===== config.mk =====
export PLATFORM = sky130hd
export DESIGN_NAME = bob_except_seq
export DESIGN_NICKNAME = d
export VERILOG_FILES = /design/src/rtl/bob_except_seq.sv
export SDC_FILE = /design/constraint.sdc
export NUM_CORES = 1
export LEC_CHECK = 0
export ABC_CLOCK_PERIOD_IN_PS = 3100
export CORE_MARGIN = 3
export CORE_UTILIZATION = 36
export CTS_CLUSTER_DIAMETER = 200
export DETAILED_ROUTE_END_ITERATION = 8
export PLACE_DENSITY = 0.82
export REMOVE_ABC_BUFFERS = 1
export SYNTH_ARGS = -nofsm -noshare
export SYNTH_HDL_FRONTEND = slang
export SYNTH_SLANG_ARGS = --single-unit

===== constraint.sdc =====
create_clock -name clk -period 3.1 [get_ports clk]
set_input_delay 0.465 -clock clk [delete_from_list [all_inputs] [get_ports clk]]
set_output_delay 0.465 -clock clk [all_outputs]
set_load 0.02 [all_outputs]

===== src/rtl/bob_except_seq.sv =====
// Retire-side sequencer for the 48-row x 10-lane exception store: in-order allocation, row clear, in-order retire.
// Build option BOB_EXCEPT_SEQ_INIT_EN: when defined, each allocated row is cleared through the init write port.
`ifndef EXCEPT_WIDTH
`define EXCEPT_WIDTH 16
`endif

module bob_except_seq #(
  parameter int DATA_WIDTH = `EXCEPT_WIDTH,
  parameter int EXC_BIT    = DATA_WIDTH - 1
) (
  input  logic                  clk,
  input  logic                  rst,
  input  logic                  flush,
  input  logic                  alloc_valid,
  output logic                  alloc_ready,
  output logic [5:0]            alloc_row,
  input  logic                  head_done,
  output logic                  read_step,
  output logic [5:0]            read_addr,
  input  logic [DATA_WIDTH-1:0] read_data0,
  input  logic [DATA_WIDTH-1:0] read_data1,
  input  logic [DATA_WIDTH-1:0] read_data2,
  input  logic [DATA_WIDTH-1:0] read_data3,
  input  logic [DATA_WIDTH-1:0] read_data4,
  input  logic [DATA_WIDTH-1:0] read_data5,
  input  logic [DATA_WIDTH-1:0] read_data6,
  input  logic [DATA_WIDTH-1:0] read_data7,
  input  logic [DATA_WIDTH-1:0] read_data8,
  input  logic [DATA_WIDTH-1:0] read_data9,
  output logic                  writeInit_wen,
  output logic [5:0]            writeInit_addr,
  output logic [DATA_WIDTH-1:0] writeInit_data,
  output logic                  ret_valid,
  input  logic                  ret_ready,
  output logic [5:0]            ret_row,
  output logic                  ret_exc,
  output logic [3:0]            ret_lane,
  output logic [DATA_WIDTH-1:0] ret_data,
  output logic [5:0]            count
);

  localparam logic [5:0] ROWS = 6'd48;
  localparam logic [5:0] LAST = 6'd47;

  typedef enum logic [1:0] {IDLE, RD, HOLD} state_t;

  state_t                state;
  logic [5:0]            head;
  logic [5:0]            tail;
  logic                  fire;
  logic                  pop;
  logic [DATA_WIDTH-1:0] lane [10];
  logic                  exc_any;
  logic [3:0]            exc_lane;
  logic [DATA_WIDTH-1:0] exc_data;

  function automatic logic [5:0] wrap_inc(input logic [5:0] p);
    return (p == LAST) ? 6'd0 : p + 6'd1;
  endfunction

  assign lane[0] = read_data0;
  assign lane[1] = read_data1;
  assign lane[2] = read_data2;
  assign lane[3] = read_data3;
  assign lane[4] = read_data4;
  assign lane[5] = read_data5;
  assign lane[6] = read_data6;
  assign lane[7] = read_data7;
  assign lane[8] = read_data8;
  assign lane[9] = read_data9;

  assign alloc_ready = (count != ROWS) && !flush;
  assign alloc_row   = tail;
  assign fire        = alloc_valid && alloc_ready;
  assign pop         = (state == HOLD) && ret_ready && !flush;
  assign read_step   = (state == IDLE) && (count != 6'd0) && head_done && !flush;
  assign read_addr   = head;

  // Scan high to low so the lowest flagged lane is the one left standing.
  always_comb begin
    exc_any  = 1'b0;
    exc_lane = 4'd0;
    exc_data = '0;
    for (int i = 9; i >= 0; i--) begin
      if (lane[i][EXC_BIT]) begin
        exc_any  = 1'b1;
        exc_lane = 4'(i);
        exc_data = lane[i];
      end
    end
  end

  always_ff @(posedge clk or negedge rst) begin
    if (!rst) begin
      head  <= 6'd0;
      tail  <= 6'd0;
      count <= 6'd0;
    end else if (flush) begin
      head  <= 6'd0;
      tail  <= 6'd0;
      count <= 6'd0;
    end else begin
      if (fire) tail <= wrap_inc(tail);
      if (pop)  head <= wrap_inc(head);
      if (fire && !pop)      count <= count + 6'd1;
      else if (!fire && pop) count <= count - 6'd1;
    end
  end

  always_ff @(posedge clk or negedge rst) begin
    if (!rst) begin
      state     <= IDLE;
      ret_valid <= 1'b0;
      ret_row   <= 6'd0;
      ret_exc   <= 1'b0;
      ret_lane  <= 4'd0;
      ret_data  <= '0;
    end else if (flush) begin
      state     <= IDLE;
      ret_valid <= 1'b0;
    end else begin
      case (state)
        IDLE: if (read_step) state <= RD;
        RD: begin
          ret_row   <= head;
          ret_exc   <= exc_any;
          ret_lane  <= exc_lane;
          ret_data  <= exc_data;
          ret_valid <= 1'b1;
          state     <= HOLD;
        end
        HOLD: if (ret_ready) begin
          ret_valid <= 1'b0;
          state     <= IDLE;
        end
        default: state <= IDLE;
      endcase
    end
  end

  assign writeInit_data = '0;

`ifdef BOB_EXCEPT_SEQ_INIT_EN
  // Clear lands one cycle after the grant, so a same-edge read of that row sees the cleared value.
  logic       init_wen;
  logic [5:0] init_addr;

  always_ff @(posedge clk or negedge rst) begin
    if (!rst) begin
      init_wen  <= 1'b0;
      init_addr <= 6'd0;
    end else if (flush) begin
      init_wen  <= 1'b0;
    end else begin
      init_wen <= fire;
      if (fire) init_addr <= tail;
    end
  end

  assign writeInit_wen  = init_wen;
  assign writeInit_addr = init_addr;
`else
  assign writeInit_wen  = 1'b0;
  assign writeInit_addr = 6'd0;
`endif

endmodule


# Word-level counts from Yosys, hierarchy flattened
# Cells that the tools add are included.
[totals]
input_bits = 166
register_bits = 48
out_inout_bits = 71
wordCells = 88
[classes]
n_eq_ne = 7
n_mux = 46
n_reduce_logical = 21
addsub = 4
bitwise_logic = 1
[op_table]
columns = ["operator", "count"]
rows = [
  ["two-way mux 16 bit", 10],
  ["two-way mux 6 bit", 9],
  ["two-way mux 4 bit", 10],
  ["adder 6 x 1 -> 6 bit, second input constant", 3],
  ["== test 6 bit, second input constant", 2],
  ["two-way mux 1 bit", 12],
  ["logical AND 1 bit", 9],
  ["two-way mux 2 bit", 3],
  ["!= test 3 bit, second input constant", 2],
  ["!= test 6 bit, second input constant", 1],
  ["one-hot mux 2 bit (3 select lines)", 1],
  ["AND reduction 2 bit", 3],
  ["nonzero test 3 bit", 2],
  ["nonzero test 6 bit", 1],
  ["subtractor 6 x 1 -> 6 bit, second input constant", 1],
  ["nonzero test 2 bit", 2],
  ["logical NOT 1 bit", 3],
  ["== test 2 x 1 -> 1 bit, second input constant", 1],
  ["== test 2 bit, second input constant", 1],
  ["logical NOT 2 bit", 1],
  ["one-hot mux 1 bit (2 select lines)", 1],
  ["inverter 1 bit", 1],
]

# Depth between registers and ports, before layout
# Gate-level depths: netlist (run 1).
[logic_depth]
word_depth = 10
depth_mapped = 11
ltp_nobuf = 10

# Least setup slack after synthesis (run 1)
# Ideal clock, no wire load.
[synth_path]
kind = "register to register"
from = "register count[0]"
to = "register count[5]"
arrival_ns = 2.774
setup_time_ns = 0.128
n_path_buf = 1
slack_ns = 0.198
path_stages_with_launch = 11
period_less_slack_ns = 2.902
t_required_ns = 2.972
path_cell_list = "dfrtp_1 -> or4_1 -> buf_2 -> o21a_1 -> nand2_1 -> ha_1 -> a211oi_1 -> o21bai_1 -> a21oi_1 -> mux2i_1 -> mux2_1"
[synth_via]
elab_chain_cells = 6
word_cells_on_any_way = 12
classes_between = "add/sub: 2; eq/ne: 1; mux: 3; reduce/logical: 6"
[synth_lines]
columns = ["item", "line_no", "source"]
rows = [
  ["from (decl)", "39", "output logic [5:0] count"],
  ["from (signal assigned)", "105", "if (fire && !pop) count <= count + 6'd1;"],
  ["from (signal assigned)", "106", "else if (!fire && pop) count <= count - 6'd1;"],
  ["branches (longest 6 deep; another with subtractor 6 x 1 -> 6 bit)", "--", ""],
]
# Parallel ways; which one is timed is not known. The select of a mux whose other input is x is not followed.
# A chain may end at the register's enable or synchronous reset.

# Worst setup path after layout (run 1)
# Same ends and word-level chain as after synthesis.

==> results of run 1 <==
cells in the final DEF (no fill, tap or decap), types with 3 or more instances in the layout:
cell and count:
a21oi_1 23, o21a_1 3, a22oi_1 13, nand3_1 15
nand2b_1 5, nor2_1 39, conb_1 23, dfrtp_1 48
nand2_1 55, a31oi_1 3, nor3_1 3, mux2i_1 4
clkdlybuf4s50_1 212, clkbuf_8 5, o221ai_1 13, o21ai_0 40
o22ai_1 17, inv_1 8, or2_2 4, nor2b_1 7
buf_4 15, ha_1 6, a221oi_1 31
cells in the mapped netlist (all sizes together) (2+ instances only):
master  instances
nand2          55
dfrtp          48
o21ai          43
nor2           39
a221oi         31
buf            28
a21oi          23
clkbuf         23
o22ai          17
nand3          15
a22oi          13
o221ai         13
inv             8
nor2b           7
ha              6
nand2b          5
mux2i           4
nor3            4
or2             4
a31oi           3
o21a            3
or3b            3
or4             3
xnor2           3
a211oi          2
a21o            2
and2            2
and3            2
nor3b           2
o31a            2
or3             2
xor2            2
per-stage QoR:
step	setup WS (ns)	power [mW]	instance area, sq um	std cells
global placement	0.188	2.06	5670	757
floorplan	0.191	1.41	3270	400
global route	0.0000686	2.79	5810	765
finish	0.172	2.65	5810	765
CTS	0.160	2.66	5810	765
detailed placement	0.146	2.10	5670	757
critical path: stages (launching register included):
cell and delay [ns]:
dfrtp_1 0.45, or4_1 0.57, o21a_1 0.26, nand2_1 0.17
ha_1 0.27, a211oi_1 0.24, o21bai_1 0.10, a21oi_1 0.19
mux2i_1 0.22, mux2_1 0.33
flip-flops by register name, indices dropped and copies added (netlist names):
signal and count:
ret_data 16, ret_exc 1, count 6, alloc_row 6
read_addr 6, ret_lane 4, ret_row 6, ret_valid 1
state 2
where the power goes:
part / switching (mW) / internal, mW
Clock: 0.233 / 0.325
Combinational: 0.600 / 0.628
Sequential: 0.0960 / 0.765
metal layers:
| metal | global-route usage [%] | up-vias | wire, microns |
|---|---|---|---|
| met5 | 0 | - | 0 |
| met4 | 6.46 | 0 | 254 |
| met3 | 4.35 | 18 | 793 |
| met2 | 45.9 | 160 | 7210 |
| met1 | 27.7 | 1990 | 5260 |
| li1 | - | 1969 | - |
worst max path at each step:
stage	cells past startpoint	to	slack, ns	start
2_1_floorplan	9	count[5]$_DFFE_PN0P_	0.19	count[0]$_DFFE_PN0P_
3_3_place_gp	9	count[5]$_DFFE_PN0P_	0.19	alloc_valid
3_5_place_dp	9	count[5]$_DFFE_PN0P_	0.15	alloc_valid
4_1_cts	9	count[5]$_DFFE_PN0P_	0.16	count[0]$_DFFE_PN0P_
5_1_grt	9	count[5]$_DFFE_PN0P_	0.00007	count[0]$_DFFE_PN0P_
6_report	9	count[5]$_DFFE_PN0P_	0.17	count[0]$_DFFE_PN0P_
kinds of logic after synthesis:
| family | share of synthesized area, % |
|---|---|
| flops | 34.5 |
| other cells | 0.108 |
| buf+inv | 9.18 |
| xor+xnor | 1.48 |
| simple gates | 19.6 |
| compound gates | 30.9 |
| fa+ha+maj | 2.73 |
| mux | 1.48 |
area by class of cell:
class | count | area [sq um]
clock buffers | 5 | 68.8
inverters | 8 | 30.0
well taps | 129 | 161
multi-input cells | 344 | 2040
fillers | 834 | 3520
flip-flops and latches | 48 | 1200
clock inverters | 3 | 68.8
repair buffers | 228 | 2240
what timing repair did:
item / CTS / global route
gates resized for setup: 0 / 1
endpoints found under the setup margin: 0 / 1
hold buffers: 0 / 0
==> impl_results.md, run 1 <==
* Run status: completed
* CP Class: reg -> reg
* Synth area leaders: dfrtp_1 35%, a221oi_1 7.8%, nand2_1 5.9%
* Max_slew headroom at 28.5%
* Synth area leader: dfrtp_1
* Final hold vios at 0
* Die area at 10900 sq um
* Clock Skews at 0.0117 ns
* Mapped Area at 3480 sq um
* CP required at 3.29 ns
* Clk Tree Root Cell: clkbuf_8
* HPWL after DPL at 11000 microns
* Drt first pass iters at 4
* Global route overflow at 0
* R2r setup slk at 0.17 ns
* Min cycle time layout at 2.93 ns
* Crit Reg-Reg Endpoint: count[5]$_DFFE_PN0P_
* Total wire length at 13500 microns
* Cells after synthesis at 429
* Setup total negative slack at 0 ns
* Quantity of I/O buffers inserted on ports at 213
* PD cells at 456 nW/um^2
* Vias in the first global route at 4310
* Slew Limit Fails at 0
* Clk_lat worst skew at 0.31 ns
* Slew @ Worst Pin at 1.07 ns
* H-tree Lvls at 2
* Max cap viols at 0
* Clock sink total at 48
* Detail Route Antenna Nets at 0
* RSZ-0062 raised after global routing: no
* Final setup vio count at 0
* Yosys warns at 0
* Post-synth EDFFs at 0
* Period utilization at 94.5%
* Via count at 4137
* First-pass GRT wire length at 21600 microns
* Startpoint Class: register
* Post-CTS setup buffer count at 0
* Worst r2r path cells at 9
* Bufs on Longest Clock Path at 2
* Pleak at 2.32 nW
* DR iter-0 viols at 152
* Initial Util at 37.3%
* CTS clk-pin slew, worst paths at 0.10 ns
* Clock tree from TritonCTS: done
* Diodes inserted at 0
* Mapped Avg Cell Area at 8.11 sq um
* # rows at 35
* Share of layout cells above drive strength 1 at 5.97%
* CP arrival at 3.12 ns
* Endpoint class of the critical path: register
* Final hold slack at 0.336 ns
* Class of the worst hold path: in -> async
* Routability cong. at 0.860
* Sequential area share after synthesis at 34.5%
* Total CTS buffers at 5
* Die X at 104 microns
* Async S/R FF share, synth at 100%
* Core footprint at 9330 sq um
* Area growth from synthesis to layout at 67.1%
* Post-synthesis register bit count at 48
* Synth top area share at 34.5%
* # IOs at 237
* Drt drc at 0
* Final design utilization at 62.3%
* Peak supply drop at 0.000264 V
* Tot GR Track Use at 24.3%
* Primary FF master, synth: dfrtp_1
* Yosys cell types at 53
* Height of the die at 104 microns
* Vias per cell at 5.41
* Critical-path maximum fanout at 7
* Drt wl/cell at 17.7 microns
* RR Startpoint: count[0]$_DFFE_PN0P_
* Antenna violations before repair at 0
* Largest net degree at the start of global routing at 49
* Nets at 808
* Fmax at 0.342 GHz
Power figures use the tool's default switching activity.
==> run 2, diff against run 1 <==
- PLACE_DENSITY: 0.82 -> 0.86
==> impl_results.md, run 2 (synthesis results as in run 1) <==
* Slew @ Worst Pin at 1.09 ns (was 1.07 ns)
* Pleak at 2.31 nW (was 2.32 nW)
* Class of the worst hold path: in -> async (unchanged)
* Gate power share at 49.9% (was 46.4%)
* Total CTS buffers at 5 (unchanged)
* Height of the die at 104 microns (unchanged)
* Largest reg by FF count: ret_data (unchanged)
* Int Power at 1.55 mW (was 1.72 mW)
* CTS clk-pin slew, worst paths at 0.09 ns (was 0.10 ns)
* Vias in the first global route at 4162 (was 4310)
* Drt wl/cell at 17.9 microns (was 17.7 microns)
* Fmax at 0.338 GHz (was 0.342 GHz)
* Nets at 811 (was 808)
* Switching share of total power at 37.0% (was 35.1%)
* Commonest non-fill, non-tap cell in the layout: clkdlybuf4s50_1 (unchanged)
* Most frequent cells in the layout: 212 x clkdlybuf4s50_1, 55 x nand2_1, 48 x dfrtp_1 (unchanged)
* Total wire length at 13700 microns (was 13500 microns)
* NetSw at 908 uW (was 929 uW)
* Slew Limit Fails at 0 (unchanged)
* Cell family with the largest share of critical-path delay: compound AO/OA/AOI/OAI gates (unchanged)
* Startpoint Class: register (unchanged)
* CP max-delay cell: or4_1 (unchanged)
* PD cells at 426 nW/um^2 (was 456 nW/um^2)
* Quantity of I/O buffers inserted on ports at 213 (unchanged)
* Hold buffers post-CTS at 0 (unchanged)
* RSZ-0062 raised after global routing: no (unchanged)
* Clk_lat worst skew at 0.30 ns (was 0.31 ns)
* Critical-path maximum fanout at 7 (unchanged)
* Area after DPL at 5690 sq um (was 5670 sq um)
* First-pass GRT wire length at 21500 microns (was 21600 microns)
* Via count at 4137 (unchanged)
* DR iter-0 viols at 214 (was 152)
* CP arrival at 3.15 ns (was 3.12 ns)
* Bufs on Longest Clock Path at 2 (unchanged)
* Die area at 10900 sq um (unchanged)
* Run status: completed (unchanged)
* Design Area, Final at 5770 sq um (was 5810 sq um)
* Routability cong. at 0.889 (was 0.860)
* Share of layout cells above drive strength 1 at 6.11% (was 5.97%)
* # rows at 35 (unchanged)
* Endpoint class of the critical path: register (unchanged)
* Post-CTS setup buffer count at 0 (unchanged)
* Clock sink total at 48 (unchanged)
* Clock Skews at 0.00534 ns (was 0.0117 ns)
* Clock tree from TritonCTS: done (unchanged)
* Max cap viols at 0 (unchanged)
* Cell Chain, Critical Path: or4_1 -> o21a_1 -> nand2_1 -> ha_1 -> a211oi_1 -> o21bai_1 -> a21oi_1 -> mux2i_1 -> mux2_1 (unchanged)
* Drt drc at 0 (unchanged)
* CP required at 3.29 ns (about the same)
* Peak supply drop at 0.000198 V (was 0.000264 V)
* Clock share of power at 14.8% (was 21.1%)
* Antenna violations before repair at 0 (unchanged)
* # IOs at 237 (unchanged)
* H-tree Lvls at 2 (unchanged)
* Largest net degree at the start of global routing at 49 (unchanged)
* Tot GR Track Use at 24.3% (about the same)
* Drt first pass iters at 5 (was 4)
* Resize count post-CTS at 0 (unchanged)
* Global route overflow at 0 (unchanged)
* Max_slew headroom at 27.5% (was 28.5%)
* Period utilization at 95.4% (was 94.5%)
* CP Class: reg -> reg (unchanged)
* Min cycle time layout at 2.96 ns (was 2.93 ns)
* Diodes inserted at 0 (unchanged)
* Share of power burned in registers at 35.3% (was 32.5%)
* Final setup vio count at 0 (unchanged)
* Largest register FFs at 16 (unchanged)
* Initial Util at 37.3% (unchanged)
* Setup total negative slack at 0 ns (unchanged)
* Buf/Inv on CP at 0 (unchanged)
* Final hold vios at 0 (unchanged)
* Detail Route Antenna Nets at 0 (unchanged)
* Vias per cell at 5.39 (was 5.41)
* Clk Tree Root Cell: clkbuf_8 (unchanged)
* Die X at 104 microns (unchanged)
* Area growth from synthesis to layout at 66.0% (was 67.1%)
* Core footprint at 9330 sq um (unchanged)
* CP max stage delay at 0.58 ns (was 0.57 ns)
* HPWL after DPL at 11500 microns (was 11000 microns)
run 2: cell types whose count changed in the layout (fill, tap and decap cells not counted), sizes merged:
cell    previous run  this run
buf               16        19
inv                9         8
clkinv             0         1
clkbuf             5         6
bufinv             2         0
run 2: stage by stage:
step,instances,util [%],power (mW),setup WS (ns),hold slack (ns)
2_1_floorplan,400,-,1.41,0.191,0.169
6_report,767,61.9,2.46,0.144,0.361
5_1_grt,767,61.9,2.59,0.00730,0.444
4_1_cts,767,61.9,2.47,0.129,0.394
3_5_place_dp,760,61.0,2.11,0.129,0.467
3_3_place_gp,760,61.0,2.06,0.208,0.460
run 2: path summary, 6_finish.rpt:
kind / slack [ns] / startpoint / endpoint / depth (start not counted)
setup / recovery: 0.14 / count[0]$_DFFE_PN0P_ / count[5]$_DFFE_PN0P_ / 9
hold / removal: 0.36 / rst / read_addr[1]$_DFFE_PN0P_ / 1
setup reg to reg: 0.14 / count[0]$_DFFE_PN0P_ / count[5]$_DFFE_PN0P_ / 9
hold reg to reg: 0.48 / ret_row[4]$_DFFE_PN0P_ / ret_row[4]$_DFFE_PN0P_ / 2
max in group asynchronous: 2.08 / rst / ret_exc$_DFFE_PN0P_ / 1
min in group clk: 0.48 / ret_row[4]$_DFFE_PN0P_ / ret_row[4]$_DFFE_PN0P_ / 2
run 2: layout make-up:
| type | count | area [sq um] |
|---|---|---|
| fill | 863 | 3560 |
| timing repair buffer | 231 | 2260 |
| multi-input combinational | 344 | 2040 |
| sequential | 48 | 1200 |
| tap | 129 | 161 |
| clock buffer | 6 | 72.6 |
| inverter | 8 | 30.0 |
| clock inverter | 1 | 5.00 |
run 2: per-layer routing:
layer  track usage [%]  vias up  routed length [microns]
met5                 0        -                        0
met4              7.79        0                      351
met3              4.90       26                      918
met2              44.1      180                     7280
met1              28.4     1961                     5170
li1                  -     1970                        -
run 2: power groups by stage:
| stage | Sequential [mW] | Clock (mW) | Combinational, mW |
|---|---|---|---|
| after floorplan | 1.03 | 0 | 0.381 |
| after global placement | 0.867 | 0 | 1.20 |
| after detailed placement | 0.879 | 0 | 1.23 |
| after CTS | 0.867 | 0.371 | 1.23 |
| after global routing | 0.884 | 0.396 | 1.31 |
| final | 0.867 | 0.365 | 1.23 |
==> run 3, diff against run 2 <==
- ABC_AREA: unset -> 1
- CORE_UTILIZATION: 36 -> 38
==> impl_results.md, run 3 <==
* Run status: completed (unchanged)
* First-pass GRT wire length at 23600 microns (was 21500 microns)
* Placed cell count at 906 (was 760)
* Clock Skews at 0.00994 ns (was 0.00534 ns)
* Global route overflow at 0 (unchanged)
* Yosys cell types at 37 (was 53)
* Tot GR Track Use at 25.8% (was 24.3%)
* Max cap viols at 0 (unchanged)
* Sequential area share after synthesis at 31.0% (was 34.5%)
* Vias per cell at 5.13 (was 5.39)
* Critical-path maximum fanout at 15 (was 7)
* Most frequent cells in the layout: 212 x clkdlybuf4s50_1, 167 x nand2_1, 63 x nor2_1 (was 212 x clkdlybuf4s50_1, 55 x nand2_1, 48 x dfrtp_1)
* Crit. Startpoint: flush (was count[0]$_DFFE_PN0P_)
* # rows at 36 (was 35)
* Post-CTS setup buffer count at 0 (unchanged)
* Final design utilization at 61.9% (about the same)
* Bufs on Longest Clock Path at 2 (unchanged)
* Drt first pass iters at 5 (unchanged)
* Switching share of total power at 38.3% (was 37.0%)
* Final hold vios at 0 (unchanged)
* CP required at 2.63 ns (was 3.29 ns)
* Cell Chain, Critical Path: clkdlybuf4s50_1 -> inv_2 -> nand2_1 -> inv_1 -> clkdlybuf4s50_1 (was or4_1 -> o21a_1 -> nand2_1 -> ha_1 -> a211oi_1 -> o21bai_1 -> a21oi_1 -> mux2i_1 -> mux2_1)
* Die X at 107 microns (was 104 microns)
* Setup total negative slack at 0 ns (unchanged)
* Slew Limit Fails at 0 (unchanged)
* Quantity of I/O buffers inserted on ports at 213 (unchanged)
* CP dominant cell by count: clkdlybuf4s50_1
* Mapped Area at 3870 sq um (was 3480 sq um)
* Cells after synthesis at 583 (was 429)
* Share of power burned in registers at 32.1% (was 35.3%)
* RSZ-0062 raised after global routing: no (unchanged)
* Vias in the first global route at 4625 (was 4162)
* Routability cong. at 0.890 (was 0.889)
* Height of the die at 107 microns (was 104 microns)
* Fillers at 900 (was 863)
* Class of the worst hold path: in -> async (unchanged)
* Largest register FFs at 16 (unchanged)
* CP Class: in -> out (was reg -> reg)
* Most frequent cell after synthesis: nand2_1 (unchanged)
* Nets at 953 (was 811)
* Diodes inserted at 0 (unchanged)
* Share of layout cells above drive strength 1 at 4.61% (was 6.11%)
* Crit Reg-Reg Endpoint: count[4]$_DFFE_PN0P_ (was count[5]$_DFFE_PN0P_)
* Resize count post-CTS at 0 (unchanged)
* Post-synth EDFFs at 0 (unchanged)
* H-tree Lvls at 2 (unchanged)
* Clk_lat worst skew at 0.30 ns (about the same)
* Commonest non-fill, non-tap cell in the layout: clkdlybuf4s50_1 (unchanged)
* Final setup vio count at 0 (unchanged)
* Antenna violations before repair at 0 (unchanged)
* Async S/R FF share, synth at 100% (unchanged)
* CP max stage delay at 0.59 ns (was 0.58 ns)
* Primary FF master, synth: dfrtp_1 (unchanged)
* Clock sink total at 48 (unchanged)
* CTS clk-pin slew, worst paths at 0.08 ns (was 0.09 ns)
* Post-synthesis register bit count at 48 (unchanged)
* Drt wl/cell at 16.3 microns (was 17.9 microns)
* Pleak at 2.66 nW (was 2.31 nW)
* Via count at 4691 (was 4137)
* Synth area leader: dfrtp_1 (unchanged)
* Clock share of power at 15.2% (was 14.8%)
* Clk Tree Root Cell: clkbuf_8 (unchanged)
* Yosys warns at 0 (unchanged)
* HPWL after DPL at 12100 microns (was 11500 microns)
* Clock tree from TritonCTS: done (unchanged)
* CP max-delay cell: clkdlybuf4s50_1 (was or4_1)
* Min cycle time layout at 2.38 ns (was 2.96 ns)
* Total CTS buffers at 5 (unchanged)
* Synth top area share at 31.0% (was 34.5%)
* Largest reg by FF count: ret_data (unchanged)
* Mapped Avg Cell Area at 6.65 sq um (was 8.11 sq um)
* PD cells at 476 nW/um^2 (was 426 nW/um^2)
* Max_slew headroom at 28.6% (was 27.5%)
* Largest net degree at the start of global routing at 49 (unchanged)
* Fmax at 0.420 GHz (was 0.338 GHz)
* Int Power at 1.79 mW (was 1.55 mW)
* Drt drc at 0 (unchanged)
* # IOs at 237 (unchanged)
* Period utilization at 76.9% (was 95.4%)
* Synth area leaders: dfrtp_1 31%, nand2_1 16%, nor2_1 6.1% (was dfrtp_1 35%, a221oi_1 7.8%, nand2_1 5.9%)
* Initial Util at 39.3% (was 37.3%)
* DR iter-0 viols at 334 (was 214)
* Total wire length at 14900 microns (was 13700 microns)
* Area growth from synthesis to layout at 57.5% (was 66.0%)
* RR Startpoint: state[0]$_DFFE_PN0P_ (was count[0]$_DFFE_PN0P_)
* Startpoint Class: input pin (was register)
* Synth cell count leaders: 167 x nand2_1, 63 x nor2_1, 48 x dfrtp_1, 32 x o21ai_0, 29 x nand3_1 (was 55 x nand2_1, 48 x dfrtp_1, 41 x o21ai_0, 39 x nor2_1, 31 x a221oi_1)
* Final non-filler cell total at 914 (was 767)
* Worst r2r path cells at 8 (was 9)
* NetSw at 1.11 mW (was 908 uW)
* Hold buffers post-CTS at 0 (unchanged)
* Gate power share at 52.7% (was 49.9%)
* Slew @ Worst Pin at 1.07 ns (was 1.09 ns)
* Peak supply drop at 0.000300 V (was 0.000198 V)
* Detail Route Antenna Nets at 0 (unchanged)
* Core footprint at 9860 sq um (was 9330 sq um)
* Endpoint class of the critical path: output port (was register)
* R2r setup slk at 0.98 ns (was 0.14 ns)
* Die area at 11400 sq um (was 10900 sq um)
* CP arrival at 1.92 ns (was 3.15 ns)
## run 3: cell count changes in the layout (fill, tap and decap cells not counted), sizes merged, moves of 11 or more
cell / before / now
nand2: 55 / 169
o221ai: 13 / 0
nor2: 39 / 64
nor3: 4 / 17
a21boi: 0 / 11
o22ai: 17 / 5
a22oi: 13 / 0
inv: 8 / 37
a221oi: 31 / 14
nand3: 15 / 30
## run 3: layer usage
layer	share of wire (%)	GRT usage [%]	up-vias
li1	-	-	2281
met1	40	32.4	2177
met2	50	44.9	205
met3	7.2	5.12	28
met4	2.4	7.21	0
met5	0	0	-
## run 3: how the worst max path moves through the flow
| stage | slack (ns) | depth (start not counted) | to |
|---|---|---|---|
| 2_1_floorplan | 1.04 | 7 | ret_data[12]$_DFFE_PN0P_ |
| 3_3_place_gp | 0.64 | 8 | count[4]$_DFFE_PN0P_ |
| 3_5_place_dp | 0.49 | 11 | count[5]$_DFFE_PN0P_ |
| 4_1_cts | 0.72 | 5 | alloc_ready |
| 5_1_grt | 0.58 | 11 | count[5]$_DFFE_PN0P_ |
| 6_report | 0.72 | 5 | alloc_ready |
## run 3: logic make-up (layout without fill, tap and decap cells)
logic type	count (synthesis)	in the layout	synth area share, %
and+or+nand+nor	299	299	32.5
AOI/OAI and AO/OA	130	130	20.3
buffers and inverters	91	267	12.0
DFF	48	48	31.0
adders and majority gates	7	7	2.45
xor gates and xnor gates	7	7	1.58
other	1	23	0.0968
## run 3: metrics by stage
| stage | hold WS, ns | setup slack (ns) | total power [mW] | cell area [sq um] |
|---|---|---|---|---|
| final | 0.363 | 0.717 | 2.91 | 6100 |
| after global routing | 0.452 | 0.575 | 3.10 | 6100 |
| after floorplan | 0.169 | 1.04 | 1.68 | 3630 |
| after CTS | 0.393 | 0.725 | 2.92 | 6100 |
| after detailed placement | 0.477 | 0.488 | 2.47 | 6000 |
| after global placement | 0.469 | 0.638 | 2.42 | 6000 |
## run 3: worst max-delay path, delay by kind of cell
kind / cells / cell delay, ns
buffers and inverters: 4 / 1.36
and+or+nand+nor: 1 / 0.08
## run 3: layout make-up
| class | instances | area, sq um | area share, % |
|---|---|---|---|
| clock buffers | 6 | 72.6 | 1.19 |
| clock inverters | 2 | 35.0 | 0.574 |
| inverters | 37 | 139 | 2.28 |
| multi-input cells | 466 | 2290 | 37.6 |
| flip-flops and latches | 48 | 1200 | 19.7 |
| well taps | 133 | 166 | 2.73 |
| repair buffers | 222 | 2190 | 36.0 |
## run 3: power by group through the flow
stage	registers (mW)	clock network [mW]	logic, mW
after floorplan	1.12	0	0.560
after global placement	0.931	0	1.48
after detailed placement	0.937	0	1.53
after CTS	0.929	0.457	1.54
after global routing	0.954	0.482	1.67
final	0.931	0.443	1.53
